`src/rtl/digit_entry_loader.sv`:
```
// digit_entry_loader: three-button editor for a six-digit display pattern.
// Raw keys are synchronized and debounced into one-cycle press events.
// The events edit a 24-bit buffer under a blinking cursor. A commit hands the
// buffer to the scroller through a valid/ready load port.
module digit_entry_loader #(
    parameter int          DEBOUNCE_CYCLES = 1_000_000,
    parameter int          BLINK_HALF      = 12_500_000,
    parameter logic [23:0] INIT_PATTERN    = 24'h067FFF
) (
    input  logic        CLOCK_50,
    input  logic        reset,
    input  logic        key_next_n,
    input  logic        key_inc_n,
    input  logic        key_commit_n,
    output logic [23:0] edit_pattern,
    output logic [5:0]  blank_mask,
    output logic [2:0]  cursor,
    output logic [23:0] load_data,
    output logic        load_valid,
    input  logic        load_ready,
    output logic        editing
);

    localparam int DB_W = $clog2(DEBOUNCE_CYCLES + 1);
    localparam int BL_W = $clog2(BLINK_HALF + 1);
    localparam logic [DB_W-1:0] DB_LAST = DB_W'(DEBOUNCE_CYCLES - 1);
    localparam logic [BL_W-1:0] BL_LAST = BL_W'(BLINK_HALF - 1);

    // Key slot indices inside the packed key vectors.
    localparam int K_NEXT   = 0;
    localparam int K_INC    = 1;
    localparam int K_COMMIT = 2;

    typedef enum logic {ST_EDIT, ST_PENDING} state_t;

    // Digit increment: 0..8 count up, 9 goes to blank (F), blank and A..E go to 0.
    function automatic logic [3:0] inc_nibble(input logic [3:0] n);
        if (n <= 4'd8)      return n + 4'd1;
        else if (n == 4'd9) return 4'hF;
        else                return 4'h0;
    endfunction

    logic [2:0]      w_key_raw;
    logic [2:0]      r_sync1, r_sync2, r_stable, r_evt;
    logic [DB_W-1:0] r_db_cnt [3];

    state_t          r_state, w_state_next;
    logic [23:0]     r_pattern, w_pattern_next;
    logic [2:0]      r_cursor, w_cursor_next;
    logic [23:0]     r_load_data, w_load_data_next;
    logic            r_load_valid, w_load_valid_next;
    logic            w_blink_restart;
    logic [BL_W-1:0] r_blink_cnt, w_blink_cnt_next;
    logic            r_blink_off, w_blink_off_next;
    logic [5:0]      r_blank_mask, w_blank_mask_next;

    assign w_key_raw = {key_commit_n, key_inc_n, key_next_n};

    // Synchronize the raw keys and debounce them into press-event pulses.
    // NOTE: sequential state uses <= so every flop samples pre-edge values.
    always_ff @(posedge CLOCK_50) begin
        if (reset) begin
            // NOTE: synchronizers and debouncers restart as released (1) so no
            // phantom press event fires when reset drops.
            r_sync1  <= '1;
            r_sync2  <= '1;
            r_stable <= '1;
            r_evt    <= '0;
            for (int i = 0; i < 3; i++) r_db_cnt[i] <= '0;
        end else begin
            r_sync1 <= w_key_raw;
            r_sync2 <= r_sync1;
            for (int i = 0; i < 3; i++) begin
                r_evt[i] <= 1'b0;
                if (r_sync2[i] == r_stable[i]) begin
                    r_db_cnt[i] <= '0;
                end else if (r_db_cnt[i] == DB_LAST) begin
                    r_db_cnt[i] <= '0;
                    r_stable[i] <= r_sync2[i];
                    // Only the released->pressed transition is an event.
                    r_evt[i]    <= r_stable[i];
                end else begin
                    r_db_cnt[i] <= r_db_cnt[i] + 1'b1;
                end
            end
        end
    end

    // Next-state logic for the edit/pending FSM and its datapath.
    always_comb begin
        // NOTE: every comb output gets a default first, so no latch is inferred.
        w_state_next      = r_state;
        w_pattern_next    = r_pattern;
        w_cursor_next     = r_cursor;
        w_load_data_next  = r_load_data;
        w_load_valid_next = r_load_valid;
        w_blink_restart   = 1'b0;
        case (r_state)
            ST_EDIT: begin
                if (r_evt[K_COMMIT]) begin
                    w_load_data_next  = r_pattern;
                    w_load_valid_next = 1'b1;
                    w_state_next      = ST_PENDING;
                end else if (r_evt[K_INC]) begin
                    for (int i = 0; i < 6; i++) begin
                        if (r_cursor == 3'(i))
                            w_pattern_next[i*4 +: 4] = inc_nibble(r_pattern[i*4 +: 4]);
                    end
                    w_blink_restart = 1'b1;
                end else if (r_evt[K_NEXT]) begin
                    w_cursor_next   = (r_cursor == 3'd0) ? 3'd5 : r_cursor - 3'd1;
                    w_blink_restart = 1'b1;
                end
            end
            ST_PENDING: begin
                // Key events are dropped here; only the handshake advances.
                if (r_load_valid && load_ready) begin
                    w_load_valid_next = 1'b0;
                    w_state_next      = ST_EDIT;
                end
            end
            default: w_state_next = ST_EDIT;
        endcase
    end

    // Next-state logic for the cursor blink and the registered blank mask.
    always_comb begin
        w_blink_cnt_next = r_blink_cnt + 1'b1;
        w_blink_off_next = r_blink_off;
        if (w_blink_restart) begin
            w_blink_cnt_next = '0;
            w_blink_off_next = 1'b0;
        end else if (r_blink_cnt == BL_LAST) begin
            w_blink_cnt_next = '0;
            w_blink_off_next = ~r_blink_off;
        end
        w_blank_mask_next = (w_state_next == ST_EDIT && w_blink_off_next)
                          ? (6'b1 << w_cursor_next) : 6'b0;
    end

    // State and output registers.
    always_ff @(posedge CLOCK_50) begin
        if (reset) begin
            r_state      <= ST_EDIT;
            r_pattern    <= INIT_PATTERN;
            r_cursor     <= 3'd5;
            r_load_data  <= INIT_PATTERN;
            r_load_valid <= 1'b0;
            r_blink_cnt  <= '0;
            r_blink_off  <= 1'b0;
            r_blank_mask <= '0;
        end else begin
            r_state      <= w_state_next;
            r_pattern    <= w_pattern_next;
            r_cursor     <= w_cursor_next;
            r_load_data  <= w_load_data_next;
            r_load_valid <= w_load_valid_next;
            r_blink_cnt  <= w_blink_cnt_next;
            r_blink_off  <= w_blink_off_next;
            r_blank_mask <= w_blank_mask_next;
        end
    end

    assign edit_pattern = r_pattern;
    assign cursor       = r_cursor;
    assign load_data    = r_load_data;
    assign load_valid   = r_load_valid;
    assign blank_mask   = r_blank_mask;
    assign editing      = (r_state == ST_EDIT);

endmodule

```
`config.mk`:
```
export PLATFORM = sky130hd
export DESIGN_NAME = digit_entry_loader
export DESIGN_NICKNAME = d
export VERILOG_FILES = /design/src/rtl/digit_entry_loader.sv
export SDC_FILE = /design/constraint.sdc
export NUM_CORES = 1
export LEC_CHECK = 0
export BUFFER_PORTS_ARGS = -buffer_cell sky130_fd_sc_hd__buf_2
export CORE_UTILIZATION = 34
export DETAILED_ROUTE_END_ITERATION = 8
export GPL_TIMING_DRIVEN = 0
export PLACE_DENSITY = 0.51
export SLEW_MARGIN = 10
export SYNTH_ARGS = -nofsm -noshare
export SYNTH_HDL_FRONTEND = slang
export SYNTH_SLANG_ARGS = --single-unit
export TNS_END_PERCENT = 1
```
`constraint.sdc`:
```
create_clock -name CLOCK_50 -period 5.84 [get_ports CLOCK_50]
set_input_delay 0.292 -clock CLOCK_50 [delete_from_list [all_inputs] [get_ports CLOCK_50]]
set_output_delay 0.292 -clock CLOCK_50 [all_outputs]
set_load 0.02 [all_outputs]
```
==> results of run 1 <==
## cell usage after synthesis, types with 4 or more instances
master and instances:
nor2_1 120, dfxtp_1 96, nand2_1 93, edfxtp_1 60
nand3_1 46, xnor2_1 41, xor2_1 37, a21oi_1 32
inv_1 32, ha_1 24, nand4_1 22, o21ai_0 22
o211ai_1 16, and3_1 14, nor3_1 14, nor4_1 14
clkbuf_1 13, nor4b_1 9, and4_1 8, nand3b_1 7
buf_2 6, or2_2 6, a211oi_1 4, mux2i_1 4
nand2b_1 4, nor2b_1 4
## where the power goes
part           switching [W]  internal, W
Clock               0.000423     0.000623
Combinational      0.0000399    0.0000227
Sequential         0.0000215      0.00115
## final cells by class
class,count,area [um2]
fill,2171,12300
sequential,156,3720
multi-input combinational,640,3710
clock buffer,25,488
tap,275,344
timing repair buffer,64,320
inverter,32,120
buffer,23,98.8
clock inverter,7,65.1
antenna,1,2.50
## per-layer routing
metal	vias up	wire length, um	GRT usage
met1	2612	8220	0.215
li1	3011	-	-
met2	85	7050	0.228
met4	0	199	0.0591
met3	15	785	0.0387
met5	-	0	0
## placed cells by master (no fill, tap or decap), drive strengths merged, types with 4 or more instances in the layout
cell	synthesis	layout
edfxtp	60	60
xnor2	41	41
clkinv	0	5
nand4	23	23
clkbuf	14	39
o21ai	22	22
a21oi	32	32
nand3	46	46
or4	4	4
nor3	14	14
nand2b	4	4
ha	24	24
nor4	16	16
xor2	37	37
nor2	120	120
a211oi	4	4
or2	6	6
and3	14	14
nand2	94	94
inv	32	33
o211ai	16	16
nor4b	10	10
dfxtp	96	96
mux2i	4	4
conb	1	60
nand3b	7	7
buf	9	73
and4	8	8
nor2b	4	4
## state kept, by name, indices dropped and copies added, names as in the netlist, 6 cells and up
signal        count
r_db_cnt         60
edit_pattern     24
r_blink_cnt      24
blank_mask        6
load_data        24
## final timing paths
kind,startpoint,endpoint,cells after the start
worst max-delay path,r_db_cnt[0][0],r_db_cnt[0][17],8
worst max register to register,r_db_cnt[0][0],r_db_cnt[0][17],8
worst min register to register,r_sync1[0],r_sync2[0],1
worst min-delay path,key_commit_n,r_sync1[2],2
## cells by family (layout without fill, tap and decap cells)
| family | count (synthesis) | count (layout) | synth area share |
|---|---|---|---|
| AOI/OAI and AO/OA | 97 | 97 | 0.0821 |
| xor gates and xnor gates | 78 | 78 | 0.0919 |
| adders and majority gates | 24 | 24 | 0.0404 |
| buffers and inverters | 55 | 151 | 0.0295 |
| DFF | 156 | 156 | 0.501 |
| muxes | 4 | 4 | 0.00539 |
| other | 1 | 61 | 0.000504 |
| and+or+nand+nor | 377 | 377 | 0.249 |
## metrics by stage
stage	utilization	setup slack (ps)	hold WS (ps)	cell area (um2)	power, W
after floorplan	-	3820	389	7660	0.00124
after global placement	0.392	3530	391	8320	0.00126
after detailed placement	0.392	3520	393	8320	0.00126
after CTS	0.418	3510	43.4	8870	0.00232
after global routing	0.418	3340	46.8	8870	0.00238
final	0.418	3560	60.6	8880	0.00228
## worst max-delay path: cells and delay by family (launching register included)
| kind | cells | cell delay, ps |
|---|---|---|
| buffers and inverters | 2 | 380 |
| and+or+nand+nor | 5 | 1050 |
| adders and majority gates | 1 | 210 |
| DFF | 1 | 390 |
==> flow_summary.json, run 1 <==
{
  "antenna_found_initial": 1,
  "grt_max_degree": 17,
  "yosys.area.top_type": "dfxtp_1",
  "stdcell_count": 1223,
  "maxSlewHeadroom": 0.486,
  "tritoncts": "yes",
  "setup_viol": 0,
  "leakage_nw": 3.47,
  "cp_cell_sequence": "ha_1 > and4_1 > nand2_1 > or4_1 > buf_2 > nand2_4 > buf_4 > nor2_1",
  "grt_setup_unrepaired": "no",
  "cts_hold_buf": 0,
  "drive_above_1_share": 0.118,
  "worst_path_largest_cell_delay_ps": 490,
  "slew_violations": 0,
  "critPathCaptureType": "register",
  "syn_inst": 792,
  "ys_seq_elements": 156,
  "max_cap_violations": 0,
  "period_share": 0.391,
  "cts_made_buffers": 17,
  "synth_edf_count": 60,
  "power_density_nw_per_um2": 257,
  "synth_warnings": 0,
  "async_flop_share": 0,
  "netlist_area_um2": 7430,
  "ioPinCount": 65,
  "worst_ep_required_time_ps": 6020,
  "cp_max_fo": 10,
  "initial_utilization": 0.350,
  "clk_pin_slew_ps": 60,
  "die_x_um": 150,
  "synthTopCellsByArea": "dfxtp_1 26%, edfxtp_1 24%, nor2_1 6.1%",
  "finalCriticalPeriod_ps": 2280,
  "first_pass_iters": 4,
  "place.gp.congestion": 0.788,
  "synth_top_area_frac": 0.258,
  "ant_nets": 0,
  "drcViolationCount": 0,
  "start_kind": "register",
  "via_count": 5723,
  "drtIter0Drc": 197,
  "cts_max_path_buffers": 2,
  "syn_area_per_cell_um2": 9.39,
  "placed_cells": 1190,
  "io_buffers": 64,
  "wire_per_inst_um": 13.3,
  "cts_max_level": 4,
  "routed_wl_um": 16300,
  "r2r_slack_ps": 3560,
  "cts_setup_buffers": 0,
  "cts_root_buf": "clkbuf_16",
  "status": "complete, no violations",
  "hold_violations": 0,
  "synthDistinctLibCells": 54,
  "core_area_um2": 21200,
  "clock_skew_ps": 11.1,
  "hold_class": "in -> reg",
  "max-vdd-ir-drop_mv": 0.173,
  "worst-setup-path-type": "reg -> reg",
  "die_height_um": 150,
  "die-area_um2": 22500,
  "cp_slowest_cell": "or4_1",
  "syn2layout_area_growth_pct": 19.4,
  "vias_per_cell": 4.68,
  "synth_seq_area_share": 0.501,
  "place_hpwl_um": 11900,
  "placementRows": 53,
  "insertion_delay_ps": 420,
  "cts_resized": 0,
  "grt_usage": 0.154,
  "finalSetupTns_ps": 0,
  "grt_pass1_vias": 5189,
  "cts_sinks": 156,
  "grt_pass1_wl_um": 26900,
  "worst_pin_slew_ps": 764,
  "clock.fmax_mhz": 438,
  "worstPathArrival_ps": 2460,
  "grt.overflow.total": 0,
  "layout.nets": 964,
  "synth_flop_cell": "dfxtp_1"
}
Note: power is estimated with default switching activity, not from simulation.
==> run 2: changes to the inputs <==
==> constraint.sdc (replaced) <==
create_clock -name CLOCK_50 -period 2.3 [get_ports CLOCK_50]
set_input_delay 0.115 -clock CLOCK_50 [delete_from_list [all_inputs] [get_ports CLOCK_50]]
set_output_delay 0.115 -clock CLOCK_50 [all_outputs]
set_load 0.02 [all_outputs]
==> run 2 against run 1 <==
Net effect: worst setup slack worse by 3400 ps; register-to-register slack worse by 3400 ps; sequential cell count stayed put; core utilization is 0.40 points higher; cell area is 0.94% higher; clock-buffer cell count stayed put; via count is 0.79% higher; maximum frequency is 4.8% higher; clock skew is 2.2 ps higher; largest cell class is now multi-input gates.
==> flow_summary.json, run 2 (synthesis results as in run 1) <==
{
  "clk_pin_slew_ps": 60,
  "setup_slack_ps": 120,
  "grt_pass1_vias": 5207,
  "worstPathArrival_ps": 2360,
  "drtIter0Drc": 181,
  "layout.nets": 969,
  "place.gp.congestion": 0.788,
  "largest_reg_flops": 60,
  "place_hpwl_um": 11900,
  "syn2layout_area_growth_pct": 20.5,
  "power_w": 0.00580,
  "max_cap_violations": 0,
  "maxSlewHeadroom": 0.519,
  "hold_violations": 0,
  "finalSetupTns_ps": 0,
  "clock_skew_ps": 13.3,
  "cts_max_path_buffers": 2,
  "period_share": 0.948,
  "antenna_found_initial": 0,
  "grt_pass1_wl_um": 27000,
  "cts_max_level": 4,
  "critPathCaptureType": "register",
  "tritoncts": "yes",
  "leakage_nw": 3.49,
  "final_common_cell": "nor2_1",
  "drive_above_1_share": 0.125,
  "layout_common_cells": "120 x nor2_1, 96 x dfxtp_1, 92 x nand2_1, 70 x buf_2",
  "n_antenna_cell": 0,
  "wire_per_inst_um": 13.3,
  "status": "complete, no violations",
  "cp_max_fo": 10,
  "cts_root_buf": "clkbuf_16",
  "via_count": 5768,
  "core_area_um2": 21200,
  "finalCriticalPeriod_ps": 2180,
  "cp_cell_sequence": "ha_2 > and4_4 > nand2_1 > or4_1 > buf_2 > nand2_4 > buf_8 > nor2_1",
  "cp_slowest_cell": "or4_1",
  "grt.overflow.total": 0,
  "die_x_um": 150,
  "setup_viol": 0,
  "ioPinCount": 65,
  "cp_top_family": "simple AND/OR/NAND/NOR gates",
  "top_register": "r_db_cnt",
  "slew_violations": 0,
  "placementRows": 53,
  "grt_setup_unrepaired": "no",
  "ant_nets": 0,
  "initial_utilization": 0.350,
  "holdWs_ps": 146,
  "hold_class": "in -> reg",
  "die_height_um": 150,
  "grt_usage": 0.155,
  "worst_pin_slew_ps": 714,
  "routed_wl_um": 16300,
  "grt_max_degree": 17,
  "worst_path_largest_cell_delay_ps": 490,
  "worst-setup-path-type": "reg -> reg",
  "insertion_delay_ps": 430,
  "power_density_nw_per_um2": 647,
  "first_pass_iters": 4,
  "critPathBufInv": 2,
  "start_kind": "register",
  "die-area_um2": 22500,
  "fin_util": 0.422,
  "n_fill_cell": 2170,
  "dpl_worst_slack_ps": -22.9,
  "cts_sinks": 156,
  "max-vdd-ir-drop_mv": 0.440,
  "vias_per_cell": 4.70,
  "worst_ep_required_time_ps": 2480,
  "drcViolationCount": 0,
  "cts_made_buffers": 17,
  "clock.fmax_mhz": 459,
  "io_buffers": 64
}
run 2: cell count changes in the layout (fill, tap and decap cells not counted), sizes merged:
cell	previous run	this run
diode	1	0
dlygate4sd3	0	4
buf	73	74
run 2: per-layer routing:
layer / global-route usage / part of all wire / up-vias
li1: - / - / 3019
met1: 0.217 / 0.50 / 2647
met2: 0.228 / 0.44 / 86
met3: 0.0372 / 0.048 / 16
met4: 0.0591 / 0.013 / 0
met5: 0 / 0 / -
run 2: timing repair:
item / CTS / global route
resized for setup: 2 / 8
hold buffers: 4 / 0
buffers inserted: 0 / 1
hold endpoints to repair: 4 / 0
endpoints found under the setup margin: 28 / 23
run 2: final cells by class:
class	count	area, um2	share of cell area
plain buffers	23	106	0.0119
clock buffers	25	488	0.0545
clock inverters	7	65.1	0.00726
inverters	32	120	0.0134
multi-input cells	640	3740	0.418
flip-flops and latches	156	3720	0.416
well taps	275	344	0.0384
repair buffers	69	368	0.0411
run 2: path summary, 6_finish.rpt:
check            startpoint               to  slack [ps]  depth (start not counted)
max          r_db_cnt[0][0]  r_db_cnt[0][17]         120                          8
min                   reset    blank_mask[4]         150                          4
max reg2reg  r_db_cnt[0][0]  r_db_cnt[0][17]         120                          8
min reg2reg      r_sync1[0]       r_sync2[0]         410                          1
run 2: worst register-to-register path, cell delays in order (launching register included):
cell	delay (ps)
edfxtp_1	390
ha_2	220
and4_4	240
nand2_1	80
or4_1	490
buf_2	180
nand2_4	130
buf_8	150
nor2_1	50
run 2: power breakdown:
| part | internal (W) | switching [W] | leakage, nW |
|---|---|---|---|
| logic | 0.0000632 | 0.000103 | 1.82 |
| registers | 0.00292 | 0.0000547 | 1.40 |
| clock network | 0.00158 | 0.00107 | 0.277 |
| total | 0.00457 | 0.00123 | 3.49 |
run 2: stage by stage:
| stage | cells | area [um2] |
|---|---|---|
| 2_1_floorplan | 851 | 7660 |
| 3_3_place_gp | 1190 | 8320 |
| 3_5_place_dp | 1190 | 8320 |
| 4_1_cts | 1226 | 8920 |
| 5_1_grt | 1227 | 8960 |
| 6_report | 1227 | 8960 |
==> run 3: changes to the inputs <==
==> constraint.sdc (replaced) <==
create_clock -name CLOCK_50 -period 2.04 [get_ports CLOCK_50]
set_input_delay 0.102 -clock CLOCK_50 [delete_from_list [all_inputs] [get_ports CLOCK_50]]
set_output_delay 0.102 -clock CLOCK_50 [all_outputs]
set_load 0.02 [all_outputs]
==> run 3 against run 2 <==
Net effect: cell count up 1.1%; clock power is 13% higher; register-to-register slack got worse by 90 ps; power rose by 13%; sequential cell count stayed put; combinational power grew 26%; largest power group unchanged; worst setup slack got worse by 88 ps; highest routed layer unchanged; clock skew about the same; die area stayed put; cell area grew 2.7%; sequential power grew 13%; critical path depth is the same.
==> flow_summary.json, run 3 (synthesis results as in run 1) <==
{
  "clock.fmax_mhz": 498,
  "syn2layout_area_growth_pct": 23.8,
  "grt_setup_unrepaired": "yes",
  "initial_utilization": 0.350,
  "worst_ep_required_time_ps": 2220,
  "max-vdd-ir-drop_mv": 0.494,
  "power_w": 0.00657,
  "via_count": 5807,
  "core_area_um2": 21200,
  "layout_common_cells": "117 x nor2_1, 95 x dfxtp_1, 91 x nand2_1, 64 x buf_2",
  "cts_max_path_buffers": 2,
  "die_height_um": 150,
  "place_hpwl_um": 11900,
  "setup_viol": 0,
  "hold-path-endpoint": "blank_mask[4]",
  "first_pass_iters": 4,
  "placementRows": 53,
  "finalSetupTns_ps": 0,
  "place.gp.congestion": 0.788,
  "power_density_nw_per_um2": 714,
  "cts_max_level": 4,
  "routed_wl_um": 16700,
  "cp_max_fo": 10,
  "cp_cell_sequence": "ha_2 > and4_4 > nand2_2 > or4_4 > buf_6 > nand2_8 > buf_8 > nor2_1",
  "antenna_found_initial": 0,
  "clk_pin_slew_ps": 60,
  "n_antenna_cell": 0,
  "reg2reg_from": "r_db_cnt[0][0]",
  "hold_violations": 0,
  "r2r_end": "r_db_cnt[0][18]",
  "io_buffers": 64,
  "layout.nets": 982,
  "drive_above_1_share": 0.152,
  "reg2regPathDepth": 8,
  "largest_reg_flops": 60,
  "die-area_um2": 22500,
  "cp_top_family": "simple AND/OR/NAND/NOR gates",
  "status": "complete, no violations",
  "finalCriticalPeriod_ps": 2010,
  "worst-setup-path-type": "reg -> reg",
  "leakage_nw": 3.65,
  "hold_start": "reset",
  "slew_violations": 0,
  "drcViolationCount": 0,
  "maxSlewHeadroom": 0.582,
  "insertion_delay_ps": 430,
  "clock_skew_ps": 13.3,
  "fin_area_um2": 9200,
  "grt_pass1_vias": 5258,
  "grt_pass1_wl_um": 27300,
  "grt_max_degree": 17,
  "critPathBufInv": 2,
  "final_common_cell": "nor2_1",
  "period_share": 0.984,
  "critPathCaptureType": "register",
  "tritoncts": "yes",
  "post_dp_cell_area_um2": 8320,
  "start_kind": "register",
  "wire_per_inst_um": 13.4,
  "cts_root_buf": "clkbuf_16",
  "cts_made_buffers": 17,
  "max_cap_violations": 0,
  "grt.overflow.total": 0,
  "r2r_slack_ps": 30,
  "vias_per_cell": 4.68,
  "worstPathArrival_ps": 2180,
  "cts_sinks": 156,
  "holdPathStages": 4,
  "ant_nets": 0,
  "holdWs_ps": 138,
  "die_x_um": 150,
  "top_register": "r_db_cnt",
  "ioPinCount": 65,
  "drtIter0Drc": 234,
  "cp_slowest_cell": "or4_4",
  "grt_usage": 0.156,
  "worst_path_largest_cell_delay_ps": 490,
  "worst_pin_slew_ps": 627,
  "hold_class": "in -> reg",
  "fin_util": 0.434
}
-- run 3: changes by cell type in the layout (fill, tap and decap cells not counted), moves of 3 or more --
| cell | previous run | this run |
|---|---|---|
| nor2_1 | 120 | 117 |
| nor4_2 | 4 | 1 |
| nor2_2 | 0 | 3 |
| buf_4 | 1 | 16 |
| buf_6 | 0 | 3 |
| buf_2 | 70 | 64 |
| nor4b_1 | 9 | 6 |
| nor4_4 | 1 | 5 |
-- run 3: worst max-delay path by stage --
stage / start / end / slack (ps) / depth (start not counted)
after detailed placement: r_db_cnt[1][10] / r_db_cnt[1][8] / -280 / 6
after global placement: r_db_cnt[0][0] / r_db_cnt[0][16] / -270 / 8
after global routing: r_evt[1] / blank_mask[2] / -50 / 5
after CTS: r_db_cnt[0][0] / r_db_cnt[0][17] / -20 / 8
final: r_db_cnt[0][0] / r_db_cnt[0][18] / 30 / 8
after floorplan: r_db_cnt[0][0] / r_db_cnt[0][12] / 20 / 8
-- run 3: per-stage QoR --
| stage | std cells | setup WS (ps) |
|---|---|---|
| 6_report | 1240 | 32.3 |
| 5_1_grt | 1240 | -54.0 |
| 4_1_cts | 1229 | -17.8 |
| 3_5_place_dp | 1190 | -283 |
| 3_3_place_gp | 1190 | -270 |
| 2_1_floorplan | 851 | 17.0 |
-- run 3: report_power, final --
group / leakage (nW) / switching [W] / internal, W
clock: 0.277 / 0.00122 / 0.00178
sequential: 1.40 / 0.0000637 / 0.00330
combinational: 1.98 / 0.000125 / 0.0000869
-- run 3: routing by layer --
layer	track usage	wire length [um]
met1	0.218	8370
met4	0.0591	219
met5	0	0
met3	0.0372	756
met2	0.232	7320
-- run 3: repair_timing --
action	4_1_cts	5_1_grt
pin swaps	5	7
resized for setup	19	23
endpoints found under the hold margin	5	0
endpoints found under the setup margin	70	73
hold buffers	4	0
cloned	0	0
buffers inserted	3	12
-- run 3: final cells by class --
| type | count | area (um2) |
|---|---|---|
| Fill cell | 2146 | 12000 |
| Multi-Input combinational cell | 640 | 3850 |
| Sequential cell | 156 | 3720 |
| Clock buffer | 25 | 488 |
| Timing Repair Buffer | 83 | 485 |
| Tap cell | 275 | 344 |
| Buffer | 22 | 128 |
| Inverter | 32 | 120 |
| Clock inverter | 7 | 65.1 |
-- run 3: worst register-to-register path, delay by kind of cell, from the launching register on --
kind                     cells  cell delay [ps]
AND/OR/NAND/NOR              5              880
buffers and inverters        2              280
flip-flops                   1              400
adder cells (fa/ha/maj)      1              200
